### src/rtl/mc_scoreboard_if.sv
// rtl/mc_scoreboard_if.sv - ID/EXE hazard-query and completion signal bundle for mc_scoreboard
interface mc_scoreboard_if #(
    parameter int LAT_W = 6
);
    logic [4:0]       id_rs1;
    logic [4:0]       id_rs2;
    logic [4:0]       id_rs3;
    logic             id_rs1_fp;
    logic             id_rs2_fp;
    logic             id_rs3_fp;
    logic             id_rs1_used;
    logic             id_rs2_used;
    logic             id_rs3_used;
    logic [4:0]       id_rd;
    logic             id_rd_fp;
    logic             id_rd_we;
    logic             id_is_mc;
    logic             exe_mc_start;
    logic             exe_flush;
    logic [4:0]       exe_rd;
    logic             exe_rd_fp;
    logic             exe_rd_we;
    logic [LAT_W-1:0] exe_mc_lat;
    logic             stall_pipl;
    logic             rd_busy;
    logic             multicycle_hazard;
    logic             mc_busy;
    logic             mc_done;
    logic [4:0]       mc_rd;
    logic             mc_rd_fp;
    logic             mc_err;

    modport master (
        output id_rs1, id_rs2, id_rs3, id_rs1_fp, id_rs2_fp, id_rs3_fp,
               id_rs1_used, id_rs2_used, id_rs3_used, id_rd, id_rd_fp, id_rd_we, id_is_mc,
               exe_mc_start, exe_flush, exe_rd, exe_rd_fp, exe_rd_we, exe_mc_lat, stall_pipl,
        input  rd_busy, multicycle_hazard, mc_busy, mc_done, mc_rd, mc_rd_fp, mc_err
    );

    modport slave (
        input  id_rs1, id_rs2, id_rs3, id_rs1_fp, id_rs2_fp, id_rs3_fp,
               id_rs1_used, id_rs2_used, id_rs3_used, id_rd, id_rd_fp, id_rd_we, id_is_mc,
               exe_mc_start, exe_flush, exe_rd, exe_rd_fp, exe_rd_we, exe_mc_lat, stall_pipl,
        output rd_busy, multicycle_hazard, mc_busy, mc_done, mc_rd, mc_rd_fp, mc_err
    );
endinterface

### src/rtl/mc_scoreboard.sv
// rtl/mc_scoreboard.sv - multicycle unit tracker and int/FP destination busy map
// Optional MC_EARLY_RELEASE_EN: drop RAW on a source retiring this cycle (writeback forward).
module mc_scoreboard #(
    parameter int LAT_W         = 6,
    parameter int NUM_ARCH_REGS = 32
) (
    input  logic              clk,
    input  logic              reset_n,
    mc_scoreboard_if.slave    sb
);
    localparam int MAP_W = 2 * NUM_ARCH_REGS;
    localparam int IDX_W = $clog2(MAP_W);

    typedef enum logic [1:0] {S_IDLE, S_RUN, S_DONE} state_t;

    state_t           r_state, w_state_nxt;
    logic [LAT_W-1:0] r_cnt, w_cnt_nxt;
    logic [MAP_W-1:0] r_busy, w_busy_nxt;
    logic [4:0]       r_rd;
    logic             r_rd_fp;
    logic             r_rd_we;
    logic             r_err;

    logic             w_start, w_release, w_accept, w_lat_le1, w_err_set;
    logic [2:0]       w_rs_raw, w_rs_fwd;

    function automatic logic [IDX_W-1:0] map_idx(input logic fp, input logic [4:0] r);
        return IDX_W'(r) + (fp ? IDX_W'(NUM_ARCH_REGS) : IDX_W'(0));
    endfunction

    // Int x0 is hardwired, so it can never be a hazard source or a busy destination.
    function automatic logic reg_busy(input logic [MAP_W-1:0] map, input logic fp,
                                      input logic [4:0] r);
        return map[map_idx(fp, r)] & (fp | (r != 5'd0));
    endfunction

    assign w_start   = sb.exe_mc_start & ~sb.exe_flush;
    assign w_release = (r_state == S_DONE) & ~sb.stall_pipl;
    assign w_accept  = w_start & ((r_state == S_IDLE) | w_release);
    assign w_lat_le1 = (sb.exe_mc_lat <= LAT_W'(1));
    assign w_err_set = (w_start & ~w_accept) | (w_accept & (sb.exe_mc_lat == '0));

    always_comb begin
        w_state_nxt = r_state;
        w_cnt_nxt   = r_cnt;
        case (r_state)
            S_IDLE: w_state_nxt = S_IDLE;
            S_RUN: begin
                w_cnt_nxt = r_cnt - LAT_W'(1);
                if (r_cnt <= LAT_W'(1)) w_state_nxt = S_DONE;
            end
            S_DONE: if (!sb.stall_pipl) w_state_nxt = S_IDLE;
            default: w_state_nxt = S_IDLE;
        endcase
        if (w_accept) begin
            w_state_nxt = w_lat_le1 ? S_DONE : S_RUN;
            w_cnt_nxt   = w_lat_le1 ? '0 : sb.exe_mc_lat - LAT_W'(1);
        end
    end

    // Clear first, then set, so a retire and a new start on the same register leave it busy.
    always_comb begin
        w_busy_nxt = r_busy;
        if (w_release && r_rd_we)
            w_busy_nxt[map_idx(r_rd_fp, r_rd)] = 1'b0;
        if (w_accept && sb.exe_rd_we && (sb.exe_rd_fp || (sb.exe_rd != 5'd0)))
            w_busy_nxt[map_idx(sb.exe_rd_fp, sb.exe_rd)] = 1'b1;
    end

    always_ff @(posedge clk or negedge reset_n) begin
        if (!reset_n) begin
            r_state <= S_IDLE;
            r_cnt   <= '0;
            r_busy  <= '0;
            r_rd    <= '0;
            r_rd_fp <= 1'b0;
            r_rd_we <= 1'b0;
            r_err   <= 1'b0;
        end else begin
            r_state <= w_state_nxt;
            r_cnt   <= w_cnt_nxt;
            r_busy  <= w_busy_nxt;
            if (w_err_set) r_err <= 1'b1;
            if (w_accept) begin
                r_rd    <= sb.exe_rd;
                r_rd_fp <= sb.exe_rd_fp;
                r_rd_we <= sb.exe_rd_we;
            end
        end
    end

`ifdef MC_EARLY_RELEASE_EN
    assign w_rs_fwd = {w_release & r_rd_we & (sb.id_rs3_fp == r_rd_fp) & (sb.id_rs3 == r_rd),
                       w_release & r_rd_we & (sb.id_rs2_fp == r_rd_fp) & (sb.id_rs2 == r_rd),
                       w_release & r_rd_we & (sb.id_rs1_fp == r_rd_fp) & (sb.id_rs1 == r_rd)};
`else
    assign w_rs_fwd = 3'b000;
`endif

    assign w_rs_raw[0] = sb.id_rs1_used & reg_busy(r_busy, sb.id_rs1_fp, sb.id_rs1) & ~w_rs_fwd[0];
    assign w_rs_raw[1] = sb.id_rs2_used & reg_busy(r_busy, sb.id_rs2_fp, sb.id_rs2) & ~w_rs_fwd[1];
    assign w_rs_raw[2] = sb.id_rs3_used & reg_busy(r_busy, sb.id_rs3_fp, sb.id_rs3) & ~w_rs_fwd[2];

    assign sb.mc_busy           = (r_state != S_IDLE);
    assign sb.mc_done           = (r_state == S_DONE);
    assign sb.mc_rd             = (r_state == S_DONE) ? r_rd : 5'd0;
    assign sb.mc_rd_fp          = (r_state == S_DONE) & r_rd_fp;
    assign sb.mc_err            = r_err;
    assign sb.rd_busy           = sb.id_rd_we & reg_busy(r_busy, sb.id_rd_fp, sb.id_rd);
    assign sb.multicycle_hazard = (sb.id_is_mc & (r_state != S_IDLE) & ~w_release) | (|w_rs_raw);
endmodule

### src/flat_wrapper.sv
// flat-port wrapper written by rule: the top's interface ports become plain ports
module mc_scoreboard_flat 
#(
    parameter int LAT_W         = 6,
    parameter int NUM_ARCH_REGS = 32
)
  (clk, reset_n, sb_id_rs1, sb_id_rs2, sb_id_rs3, sb_id_rs1_fp, sb_id_rs2_fp, sb_id_rs3_fp, sb_id_rs1_used, sb_id_rs2_used, sb_id_rs3_used, sb_id_rd, sb_id_rd_fp, sb_id_rd_we, sb_id_is_mc, sb_exe_mc_start, sb_exe_flush, sb_exe_rd, sb_exe_rd_fp, sb_exe_rd_we, sb_exe_mc_lat, sb_stall_pipl, sb_rd_busy, sb_multicycle_hazard, sb_mc_busy, sb_mc_done, sb_mc_rd, sb_mc_rd_fp, sb_mc_err);
  mc_scoreboard_if #(.LAT_W(LAT_W)) sb_i ();
  input  logic clk;
  input  logic reset_n;
  input wire logic [$bits(sb_i.id_rs1)-1:0] sb_id_rs1;
  input wire logic [$bits(sb_i.id_rs2)-1:0] sb_id_rs2;
  input wire logic [$bits(sb_i.id_rs3)-1:0] sb_id_rs3;
  input wire logic [$bits(sb_i.id_rs1_fp)-1:0] sb_id_rs1_fp;
  input wire logic [$bits(sb_i.id_rs2_fp)-1:0] sb_id_rs2_fp;
  input wire logic [$bits(sb_i.id_rs3_fp)-1:0] sb_id_rs3_fp;
  input wire logic [$bits(sb_i.id_rs1_used)-1:0] sb_id_rs1_used;
  input wire logic [$bits(sb_i.id_rs2_used)-1:0] sb_id_rs2_used;
  input wire logic [$bits(sb_i.id_rs3_used)-1:0] sb_id_rs3_used;
  input wire logic [$bits(sb_i.id_rd)-1:0] sb_id_rd;
  input wire logic [$bits(sb_i.id_rd_fp)-1:0] sb_id_rd_fp;
  input wire logic [$bits(sb_i.id_rd_we)-1:0] sb_id_rd_we;
  input wire logic [$bits(sb_i.id_is_mc)-1:0] sb_id_is_mc;
  input wire logic [$bits(sb_i.exe_mc_start)-1:0] sb_exe_mc_start;
  input wire logic [$bits(sb_i.exe_flush)-1:0] sb_exe_flush;
  input wire logic [$bits(sb_i.exe_rd)-1:0] sb_exe_rd;
  input wire logic [$bits(sb_i.exe_rd_fp)-1:0] sb_exe_rd_fp;
  input wire logic [$bits(sb_i.exe_rd_we)-1:0] sb_exe_rd_we;
  input wire logic [$bits(sb_i.exe_mc_lat)-1:0] sb_exe_mc_lat;
  input wire logic [$bits(sb_i.stall_pipl)-1:0] sb_stall_pipl;
  output wire logic [$bits(sb_i.rd_busy)-1:0] sb_rd_busy;
  output wire logic [$bits(sb_i.multicycle_hazard)-1:0] sb_multicycle_hazard;
  output wire logic [$bits(sb_i.mc_busy)-1:0] sb_mc_busy;
  output wire logic [$bits(sb_i.mc_done)-1:0] sb_mc_done;
  output wire logic [$bits(sb_i.mc_rd)-1:0] sb_mc_rd;
  output wire logic [$bits(sb_i.mc_rd_fp)-1:0] sb_mc_rd_fp;
  output wire logic [$bits(sb_i.mc_err)-1:0] sb_mc_err;
  assign sb_i.id_rs1 = sb_id_rs1;
  assign sb_i.id_rs2 = sb_id_rs2;
  assign sb_i.id_rs3 = sb_id_rs3;
  assign sb_i.id_rs1_fp = sb_id_rs1_fp;
  assign sb_i.id_rs2_fp = sb_id_rs2_fp;
  assign sb_i.id_rs3_fp = sb_id_rs3_fp;
  assign sb_i.id_rs1_used = sb_id_rs1_used;
  assign sb_i.id_rs2_used = sb_id_rs2_used;
  assign sb_i.id_rs3_used = sb_id_rs3_used;
  assign sb_i.id_rd = sb_id_rd;
  assign sb_i.id_rd_fp = sb_id_rd_fp;
  assign sb_i.id_rd_we = sb_id_rd_we;
  assign sb_i.id_is_mc = sb_id_is_mc;
  assign sb_i.exe_mc_start = sb_exe_mc_start;
  assign sb_i.exe_flush = sb_exe_flush;
  assign sb_i.exe_rd = sb_exe_rd;
  assign sb_i.exe_rd_fp = sb_exe_rd_fp;
  assign sb_i.exe_rd_we = sb_exe_rd_we;
  assign sb_i.exe_mc_lat = sb_exe_mc_lat;
  assign sb_i.stall_pipl = sb_stall_pipl;
  assign sb_rd_busy = sb_i.rd_busy;
  assign sb_multicycle_hazard = sb_i.multicycle_hazard;
  assign sb_mc_busy = sb_i.mc_busy;
  assign sb_mc_done = sb_i.mc_done;
  assign sb_mc_rd = sb_i.mc_rd;
  assign sb_mc_rd_fp = sb_i.mc_rd_fp;
  assign sb_mc_err = sb_i.mc_err;
  mc_scoreboard #(.LAT_W(LAT_W), .NUM_ARCH_REGS(NUM_ARCH_REGS)) u_core (.clk(clk), .reset_n(reset_n), .sb(sb_i));
endmodule
### config.mk
export PLATFORM = sky130hd
export DESIGN_NAME = mc_scoreboard_flat
export DESIGN_NICKNAME = d
export VERILOG_FILES = /design/src/rtl/mc_scoreboard_if.sv /design/src/rtl/mc_scoreboard.sv /design/src/flat_wrapper.sv
export SDC_FILE = /design/constraint.sdc
export NUM_CORES = 1
export LEC_CHECK = 0
export ABC_AREA = 1
export BUFFER_PORTS_ARGS = -buffer_cell sky130_fd_sc_hd__buf_2
export CORE_UTILIZATION = 38
export CTS_CLUSTER_DIAMETER = 30
export CTS_CLUSTER_SIZE = 12
export DETAILED_ROUTE_END_ITERATION = 12
export PLACE_DENSITY = 0.6
export SETUP_SLACK_MARGIN = 0.3
export SLEW_MARGIN = 20
export SYNTH_ARGS = -nofsm -noshare
export SYNTH_HDL_FRONTEND = slang
export SYNTH_SLANG_ARGS = --single-unit
### constraint.sdc
create_clock -name clk -period 1.23 [get_ports clk]
set_input_delay 0 -clock clk [delete_from_list [all_inputs] [get_ports clk]]
set_output_delay 0 -clock clk [all_outputs]
set_load 0.03 [all_outputs]
# After elaboration in Yosys (flattened, before gate mapping)
# Index checks and enable logic that the tools add are counted.
# totals
reg_bits,80
inputBits,47
out_inout_bits,11
elab_cells,105
# op_classes
add_sub_neg,8
order_cmp,10
eq_ne,4
n_mux,29
bitwise,30
reduce_logical,17
# ops
operator,count
$mux W64,2
$and A64 B64 Y64,1
$not A64 Y64,1
$or A64 B64 Y64,1
$mux W6,9
$lt A6 B7 Y1 const B,6
$add A5 B6 Y6,6
$reduce_bool A5 Y1,5
$bmux W1 S6,4
$and A1 B1 Y1,16
$demux W1 S6,2
$ge A6 B1 Y1 const B,2
$le A6 B1 Y1 const B,2
$sub A6 B1 Y6 const B,2
$mux W2,4
$or A1 B1 Y1,7
$logic_not A6 Y1,1
$mux W1,6
$logic_and A1 B1 Y1,5
$mux W5,1
$not A1 Y1,4
$pmux W2 S2,1
$reduce_bool A2 Y1,2
$ne A3 B1 Y1 const B,1
other kinds (7),7

# Longest topological paths before layout
# Gate-level depths: netlist of run 1.
# logic_depth
depth_word,11
depth_mapped,15
ltp_nobuf,14

# Worst setup path before layout of run 1
# Ideal clock, no wire load.
# synth_path
path_kind,register -> register
startpoint,register u_core.r_state[0]
endpoint,register u_core.r_busy[50]
setup_time_ns,0.125
t_arrival_ns,1.418
required_ns,1.105
path_slack_ns,-0.313
path_stages_with_launch,9
n_path_buf,0
period_less_slack_ns,1.543
path_cell_list,dfrtp_1 > nor2_4 > inv_2 > nor3_4 > inv_2 > nor2_8 > nand2_4 > o21ai_1 > o21ai_1
# synth_via
elab_chain_len,7
elab_cells_between_ends,11
classes_between,eq/ne (1); mux (2); bitwise (4); reduce/logical (4)
# synth_rtl
item,line_no,text
from (decl),mc_scoreboard.sv:16,"state_t r_state, w_state_nxt;"
from (signal assigned),mc_scoreboard.sv:80,r_state <= w_state_nxt;
$eq A2 B2 Y1 *,n/a,
net sb_mc_done,flat_wrapper.sv:34,output wire logic [$bits(sb_i.mc_done)-1:0] sb_mc_done;
$and A1 B1 Y1 *,mc_scoreboard.sv:38,assign w_release = (r_state == S_DONE) & ~sb.stall_pipl;
$or A1 B1 Y1,mc_scoreboard.sv:39,assign w_accept = w_start & ((r_state == S_IDLE) | w_release);
$and A1 B1 Y1,mc_scoreboard.sv:39,
$logic_and A1 B1 Y1 (2 in series),mc_scoreboard.sv:66,if (w_accept && sb.exe_rd_we && (sb.exe_rd_fp || (sb.exe_rd != 5'd0)))
$mux W64 *,mc_scoreboard.sv:66,
net u_core.w_busy_nxt[50],mc_scoreboard.sv:18,"logic [MAP_W-1:0] r_busy, w_busy_nxt;"
to (signal assigned),mc_scoreboard.sv:82,r_busy <= w_busy_nxt;
to (decl),mc_scoreboard.sv:18,
# The timed path passes the listed nets; every way through them passes the cells marked *.
# A chain may end at the register's enable or synchronous reset.

# Worst setup path after layout of run 1
# layout_path
startpoint,register u_core.r_busy[29]
endpoint,output sb_multicycle_hazard
# layout_via
elab_chain_len,6
elab_cells_between_ends,14
classes_between,mux (6); bitwise (7); reduce/logical (1)
# layout_rtl
item,line_no,text
$bmux W1 S6,mc_scoreboard.sv:34,"return map[map_idx(fp, r)] & (fp | (r != 5'd0));"
$mux W1 (not written as such),mc_scoreboard.sv:34,
$and A1 B1 Y1,mc_scoreboard.sv:34,
$and A1 B1 Y1 (on tied branches),"mc_scoreboard.sv:100, mc_scoreboard.sv:101, mc_scoreboard.sv:102",
$reduce_or A3 Y1 *,mc_scoreboard.sv:110,assign sb.multicycle_hazard = (sb.id_is_mc & (r_state != S_IDLE) & ~w_release) | (|w_rs_raw);
$or A1 B1 Y1 *,mc_scoreboard.sv:110,
to (decl),flat_wrapper.sv:32,output wire logic [$bits(sb_i.multicycle_hazard)-1:0] sb_multicycle_hazard;
# Mark *: on every way between the ends. The rest lies on a longest branch, timed or not. The select of a mux whose other input is x is not followed.

==> flow_summary.yaml, run 1 <==
final_layout:
  postLayoutCoreUtil: 0.554
  antenna_cells: 0
  layout.cell_area.non_filler_sq_um: 9160
  fill_cells: 1563
  multi_input_combinational_cell_area_sq_um: 4340
  mostFrequentLayoutCell: "nand2_1"
  regArea_sq_um: 2020
  layout_common_cells: "228 x nand2_1, 150 x nand3_1, 117 x buf_4, 91 x o21ai_1, 84 x inv_1"
  area_delta_synth_final_pct: 43.2
  layout-drive-gt1-share: 0.347
  finish.net_count: 1215
yosys:
  synth_mux_area_frac: 0
  synthFlopType: "dfrtp_1"
  post_synth_and_or_nand_nor_area_fraction: 0.352
  synth-edff-count: 0
  synth_fa_ha_area_frac: 0.00978
  post_synthesis_net_count: 1039
  post_synth_inst_count: 987
  synth_top_family_by_area: "simple AND/OR/NAND/NOR gates"
  synthArstFlopShare: 1.00
  share_of_synthesized_area_occupied_by_flip_flops_and_latches: 0.313
  synthesis.area_sq_um: 6390
  post_synth_num_cell_types: 44
  synth_xor_area_frac: 0.00685
  synth.avg_cell_area_sq_um: 6.48
  compound_gate_portion_of_the_synthesized_area: 0.207
  yosys_warnings: 0
  ys_seq_elements: 80
detailed_routing:
  drcViolationCount: 0
  drt-total-wl_mm: 23.4
  vias_after_detailed_routing: 7507
  antenna_violating_nets_post_route: 0
  route.detailed.vias_per_inst: 5.41
  drt_first_iter_violations: 562
  first_pass_iters: 5
  wl_per_cell_um: 16.8
timing:
  timing.fmax_ghz: 0.554
  slew_headroom: 0.701
  report.final.slew_viol_count: 0
  finalHoldWorstSlack_ns: -0.0661
  layout_worst_path_cycle_share: 1.47
  finalSetupViolations: 87
  setup_ws_ns: -0.576
  rsz0062_at_grt: "yes"
  layout_min_cycle_time_ns: 1.81
  post_route_clock_skew_ns: 0.00490
  worstMarginPinSlew_ns: 0.445
  final_hold_viol_count: 1
placement:
  post_dp_cell_area_sq_um: 7810
  dpl.hpwl_mm: 17.5
  globalplace.congestion: 0.941
  port_buffers: 57
floorplan:
  fp.dieArea_sq_um: 17400
  num_io_pins: 58
  coreArea_sq_um: 16500
  start_util: 0.387
  floorplan.rows: 47
  die_y_um: 132
  die-width_um: 132
global_route:
  grt_overflow_total: 0
  number_of_global_route_vias_before_repair: 6844
  grt_util_all_layers: 0.269
  grt_antenna_before_repair: 0
  largest_net_degree_at_the_start_of_global_routing: 36
  first_pass_grt_wire_length_mm: 36.8
clock_network:
  cts_tree: "done"
  clkTransAtPathRegs_ns: 0.06
  cts.htree.levels: 3
  cts.root.buffer_cell: "clkbuf_16"
  clkSinkCount: 80
  cts_made_buffers: 9
  clk_latency_ns: 0.34
  post_cts_hold_buffer_count: 3
  cts_max_path_buffers: 2
critical_path:
  endpoint_kind: "output port"
  crit_path_largest_cell_delay_ns: 0.45
  worst-path-max-fanout: 4
  cp.arrival_ns: 1.81
  cell_by_cell_trace_of_the_critical_path: "a21oi_1 -> o21ai_0 -> nand3_1 -> nand3_1 -> nand2_1 -> nand3_1 -> nand3_1 -> nand2_1 -> inv_2 -> nand2_4 -> buf_6"
  crit_path_top_delay_cell: "dfrtp_1"
  cp.required_ns: 1.23
  critical_path.startpoint_type: "flop"
  worstSetupPathType: "reg -> out"
  cpMostUsedCell: "nand3_1"
outcome:
  outcome: "finished, violations left"
  failed_checks: "negative hold slack, negative setup slack"
pwr:
  p_leak_nw: 4.13
  power_density_nw_per_um2: 1410
  vdd_ir_drop_max_v: 0.00128
hold_path:
  hold_class: "in -> reg"
run:
  max_cap_violations: 0
[registers in the layout, summed over array words and instances, names as in the netlist]
signal,count
u_core.r_busy,64
u_core.r_rd_we,1
u_core.r_rd_fp,1
u_core.r_rd,5
u_core.r_state,2
u_core.r_cnt,6
u_core.sb.mc_err,1
[final timing paths]
kind	end	slack [ns]	cells past startpoint	startpoint
max in group asynchronous	u_core.r_busy[8]	0.59	3	reset_n
worst min register to register	u_core.sb.mc_err	0.49	2	u_core.sb.mc_err
min in group asynchronous	u_core.r_busy[29]	0.14	2	reset_n
worst max-delay path	sb_multicycle_hazard	-0.58	11	u_core.r_busy[29]
worst max register to register	u_core.r_busy[17]	-0.42	10	u_core.r_state[1]
worst min-delay path	u_core.r_rd_we	-0.07	3	sb_exe_rd_we
[area by class of cell]
type	instances	area share
inverter	122	0.0512
tap	220	0.0301
sequential	80	0.221
timing repair buffer	202	0.186
clock buffer	11	0.0265
multi-input combinational	748	0.474
clock inverter	5	0.0113
[repair_timing]
action                                  in CTS  in global routing
gates resized for setup                    100                115
endpoints found under the setup margin      90                 91
cloned                                       1                  1
endpoints found under the hold margin       84                  1
buffers inserted                             7                 13
pin swaps                                   22                 23
[report_power, final]
group,switching (W),internal (W)
logic,0.00349,0.00261
clock network,0.00106,0.00204
registers,0.000582,0.00309
[metal layers]
metal	GRT usage	wire, um	vias to the layer above
li1	-	-	3687
met1	0.374	10300	3474
met2	0.443	11000	309
met3	0.0316	1590	37
met4	0.0717	535	0
met5	0	0	-
[Yosys cell counts, types with 2 or more instances]
cell	instances	area share
o21ai_1	134	0.10
nor2_8	2	0.0063
nand3_1	161	0.13
a21oi_1	46	0.036
clkbuf_1	3	0.0018
o211ai_1	9	0.011
xnor2_1	2	0.0027
nand2_4	8	0.014
a31oi_1	3	0.0029
nor2_1	49	0.029
buf_2	18	0.014
dfrtp_1	80	0.31
inv_1	104	0.061
nand2_1	241	0.14
a22oi_1	2	0.0023
nand2_2	2	0.0020
inv_2	16	0.0094
buf_6	7	0.012
o21ai_0	43	0.034
ha_1	5	0.0098
xor2_1	3	0.0041
nand4_1	3	0.0029
buf_4	9	0.011
nand3b_1	2	0.0023
nand4_2	6	0.012
nor3_1	11	0.0086
[per-stage QoR]
| stage | power, W | hold slack [ns] | TNS [ns] | std cells | setup WS (ns) |
|---|---|---|---|---|---|
| floorplan | 0.00610 | -0.296 | -18.59 | 987 | -0.299 |
| global placement | 0.00818 | -0.0343 | -18.01 | 1347 | -0.309 |
| detailed placement | 0.00819 | -0.0340 | -19.44 | 1347 | -0.365 |
| CTS | 0.0122 | -0.0712 | -27.89 | 1374 | -0.567 |
| global route | 0.0136 | -0.0571 | -36.90 | 1388 | -0.705 |
| finish | 0.0129 | -0.0661 | -29.49 | 1388 | -0.576 |
[cell families after synthesis]
family / Yosys count
and+or+nand+nor: 490
AOI/OAI and AO/OA: 248
buffers and inverters: 159
DFF: 80
xor gates and xnor gates: 5
adders and majority gates: 5
[critical path: cells and delay by family (launching register included)]
family / cells / cell delay (ns)
DFF: 1 / 0.45
buffers and inverters: 2 / 0.20
AOI/OAI and AO/OA: 2 / 0.24
and+or+nand+nor: 7 / 0.59
No activity file was read; power rests on OpenSTA's default activity.
==> run 2, diff against run 1 <==
--- a/config.mk
+++ b/config.mk
@@ -7,13 +7,15 @@
 export LEC_CHECK = 0
 export ABC_AREA = 1
 export BUFFER_PORTS_ARGS = -buffer_cell sky130_fd_sc_hd__buf_2
+export CORE_MARGIN = 5
 export CORE_UTILIZATION = 38
 export CTS_CLUSTER_DIAMETER = 30
 export CTS_CLUSTER_SIZE = 12
 export DETAILED_ROUTE_END_ITERATION = 12
-export PLACE_DENSITY = 0.6
+export PLACE_DENSITY = 0.58
 export SETUP_SLACK_MARGIN = 0.3
 export SLEW_MARGIN = 20
 export SYNTH_ARGS = -nofsm -noshare
 export SYNTH_HDL_FRONTEND = slang
 export SYNTH_SLANG_ARGS = --single-unit
+export TNS_END_PERCENT = 5
==> constraint.sdc (replaced) <==
create_clock -name clk -period 2.3 [get_ports clk]
set_input_delay 0 -clock clk [delete_from_list [all_inputs] [get_ports clk]]
set_output_delay 0 -clock clk [all_outputs]
set_load 0.03 [all_outputs]
==> run 2 against run 1 <==
Compared with the run above:
- the run now ends clean
- final cell count down 9.6%
- critical path type unchanged
- via count down 8.2%
- hold slack better by 0.079 ns
- highest routed layer unchanged
==> flow_summary.yaml, run 2 (synthesized netlist as in run 1, its figures left out) <==
pwr:
  p_leak_nw: 3.36
  finalPower_w: 0.00527
  vdd_ir_drop_max_v: 0.000571
  power_density_nw_per_um2: 738
detailed_routing:
  route.detailed.vias_per_inst: 5.49
  wl_per_cell_um: 17.5
  drcViolationCount: 0
  antenna_violating_nets_post_route: 0
  drt_first_iter_violations: 766
  drt-total-wl_mm: 22.0
  first_pass_iters: 5
  vias_after_detailed_routing: 6892
final_layout:
  mostFrequentLayoutCell: "nand2_1"
  finish.net_count: 1082
  regMostFlops: "u_core.r_busy"
  largest_register_ff_count: 64
  reg_top3: "u_core.r_busy (64), u_core.r_cnt (6), u_core.r_rd (5)"
  antenna_cells: 0
  layout-drive-gt1-share: 0.123
  layout_common_cells: "241 x nand2_1, 161 x nand3_1, 135 x o21ai_1, 104 x inv_1, 76 x dfrtp_1"
  layout.cell_area.non_filler_sq_um: 7140
  area_delta_synth_final_pct: 11.6
clock_network:
  clkTransAtPathRegs_ns: 0.06
  cts.root.buffer_cell: "clkbuf_16"
  cts_made_buffers: 9
  clkSinkCount: 80
  cts_tree: "done"
  cts_max_path_buffers: 2
  clk_latency_ns: 0.34
  cts.htree.levels: 3
critical_path:
  reg2reg_to: "u_core.r_busy[41]"
  cp.arrival_ns: 1.85
  timing.reg2reg.setup_slack_ns: 0.67
  reg2reg_from: "u_core.r_state[1]"
  endpoint_kind: "output port"
  reg2regPathDepth: 7
  cp.required_ns: 2.30
  worstSetupPathType: "reg -> out"
  critical_path.startpoint_type: "flop"
  worst-path-max-fanout: 5
global_route:
  grt_util_all_layers: 0.221
  grt_overflow_total: 0
  grt_antenna_before_repair: 0
  gr-usage-met1: 0.341
  grt.met3_usage: 0.0202
  number_of_global_route_vias_before_repair: 6154
  gr-max-usage-layer: "met1"
  met2_use_gr: 0.330
  largest_net_degree_at_the_start_of_global_routing: 81
  first_pass_grt_wire_length_mm: 35.0
placement:
  dpl.hpwl_mm: 16.9
  port_buffers: 57
  globalplace.congestion: 0.917
  post_dp_cell_area_sq_um: 6760
  dp_worst_setup_slack_ns: 0.685
timing:
  layout_min_cycle_time_ns: 1.85
  final_hold_viol_count: 0
  setup-tns-final_ns: 0
  finalSetupViolations: 0
  post_route_clock_skew_ns: 0.00626
  setup_ws_ns: 0.445
  report.final.slew_viol_count: 0
  layout_worst_path_cycle_share: 0.806
  rsz0062_at_grt: "no"
  slew_headroom: 0.503
  worstMarginPinSlew_ns: 0.746
  timing.fmax_ghz: 0.539
floorplan:
  floorplan.rows: 47
  die_y_um: 140
  fp.dieArea_sq_um: 19500
  num_io_pins: 58
  start_util: 0.387
  die-width_um: 140
  coreArea_sq_um: 16500
hold_path:
  timing.hold.worst_path_depth: 4
  hold_class: "in -> reg"
  hold_path.startpoint: "sb_exe_mc_lat[4]"
  min_delay_worst_endpoint: "u_core.sb.mc_err"
run:
  max_cap_violations: 0
outcome:
  outcome: "finished clean"
## run 2: worst max-delay path by stage
stage	depth (start not counted)	start	end	slack, ns
after floorplan	8	u_core.r_state[0]	u_core.r_busy[50]	0.76
after global placement	7	u_core.r_state[1]	u_core.r_busy[26]	0.72
after detailed placement	7	u_core.r_state[1]	u_core.r_busy[17]	0.69
after CTS	13	u_core.r_busy[2]	sb_multicycle_hazard	0.45
after global routing	11	u_core.r_busy[49]	sb_multicycle_hazard	0.31
final	13	u_core.r_busy[32]	sb_multicycle_hazard	0.45
## run 2: layer usage
metal	wire length, um	vias to the layer above
met2	9640	286
li1	-	3400
met3	1480	25
met5	0	-
met4	402	0
met1	10500	3181
## run 2: power breakdown
part           total [W]  internal (W)  switching (W)
combinational    0.00181      0.000530        0.00128
sequential       0.00194       0.00165       0.000296
clock            0.00152      0.000951       0.000570
## run 2: repair_timing
action	CTS	global route
hold buffers	5	0
setup buffers	0	1
endpoints found under the setup margin	0	1
gates resized for setup	0	6
endpoints found under the hold margin	84	0
## run 2: critical path, stage by stage (launching register included)
cell     delay, ns
dfrtp_1       0.49
nand2_1       0.09
nand3_1       0.07
nand2_1       0.05
nand2_1       0.06
nand2_1       0.06
nor2_1        0.09
nand2_1       0.06
nand3_1       0.11
nand3_1       0.09
nand2_1       0.07
inv_1         0.03
nand2_1       0.04
buf_2         0.19
## run 2: area by class of cell
| type | instances | area (sq um) |
|---|---|---|
| clock inverters | 5 | 81.3 |
| multi-input cells | 748 | 3690 |
| flip-flops and latches | 80 | 2010 |
| fillers | 1764 | 9390 |
| clock buffers | 11 | 233 |
| repair buffers | 69 | 394 |
| inverters | 122 | 462 |
| well taps | 220 | 275 |
## run 2: stage by stage
stage | instances | hold slack (ns) | util
3_5_place_dp | 1233 | 0.242 | 0.409
3_3_place_gp | 1233 | 0.248 | 0.409
6_report | 1255 | 0.0127 | 0.432
5_1_grt | 1255 | 0.0495 | 0.432
4_1_cts | 1254 | 0.0109 | 0.431
2_1_floorplan | 987 | -0.296 | -
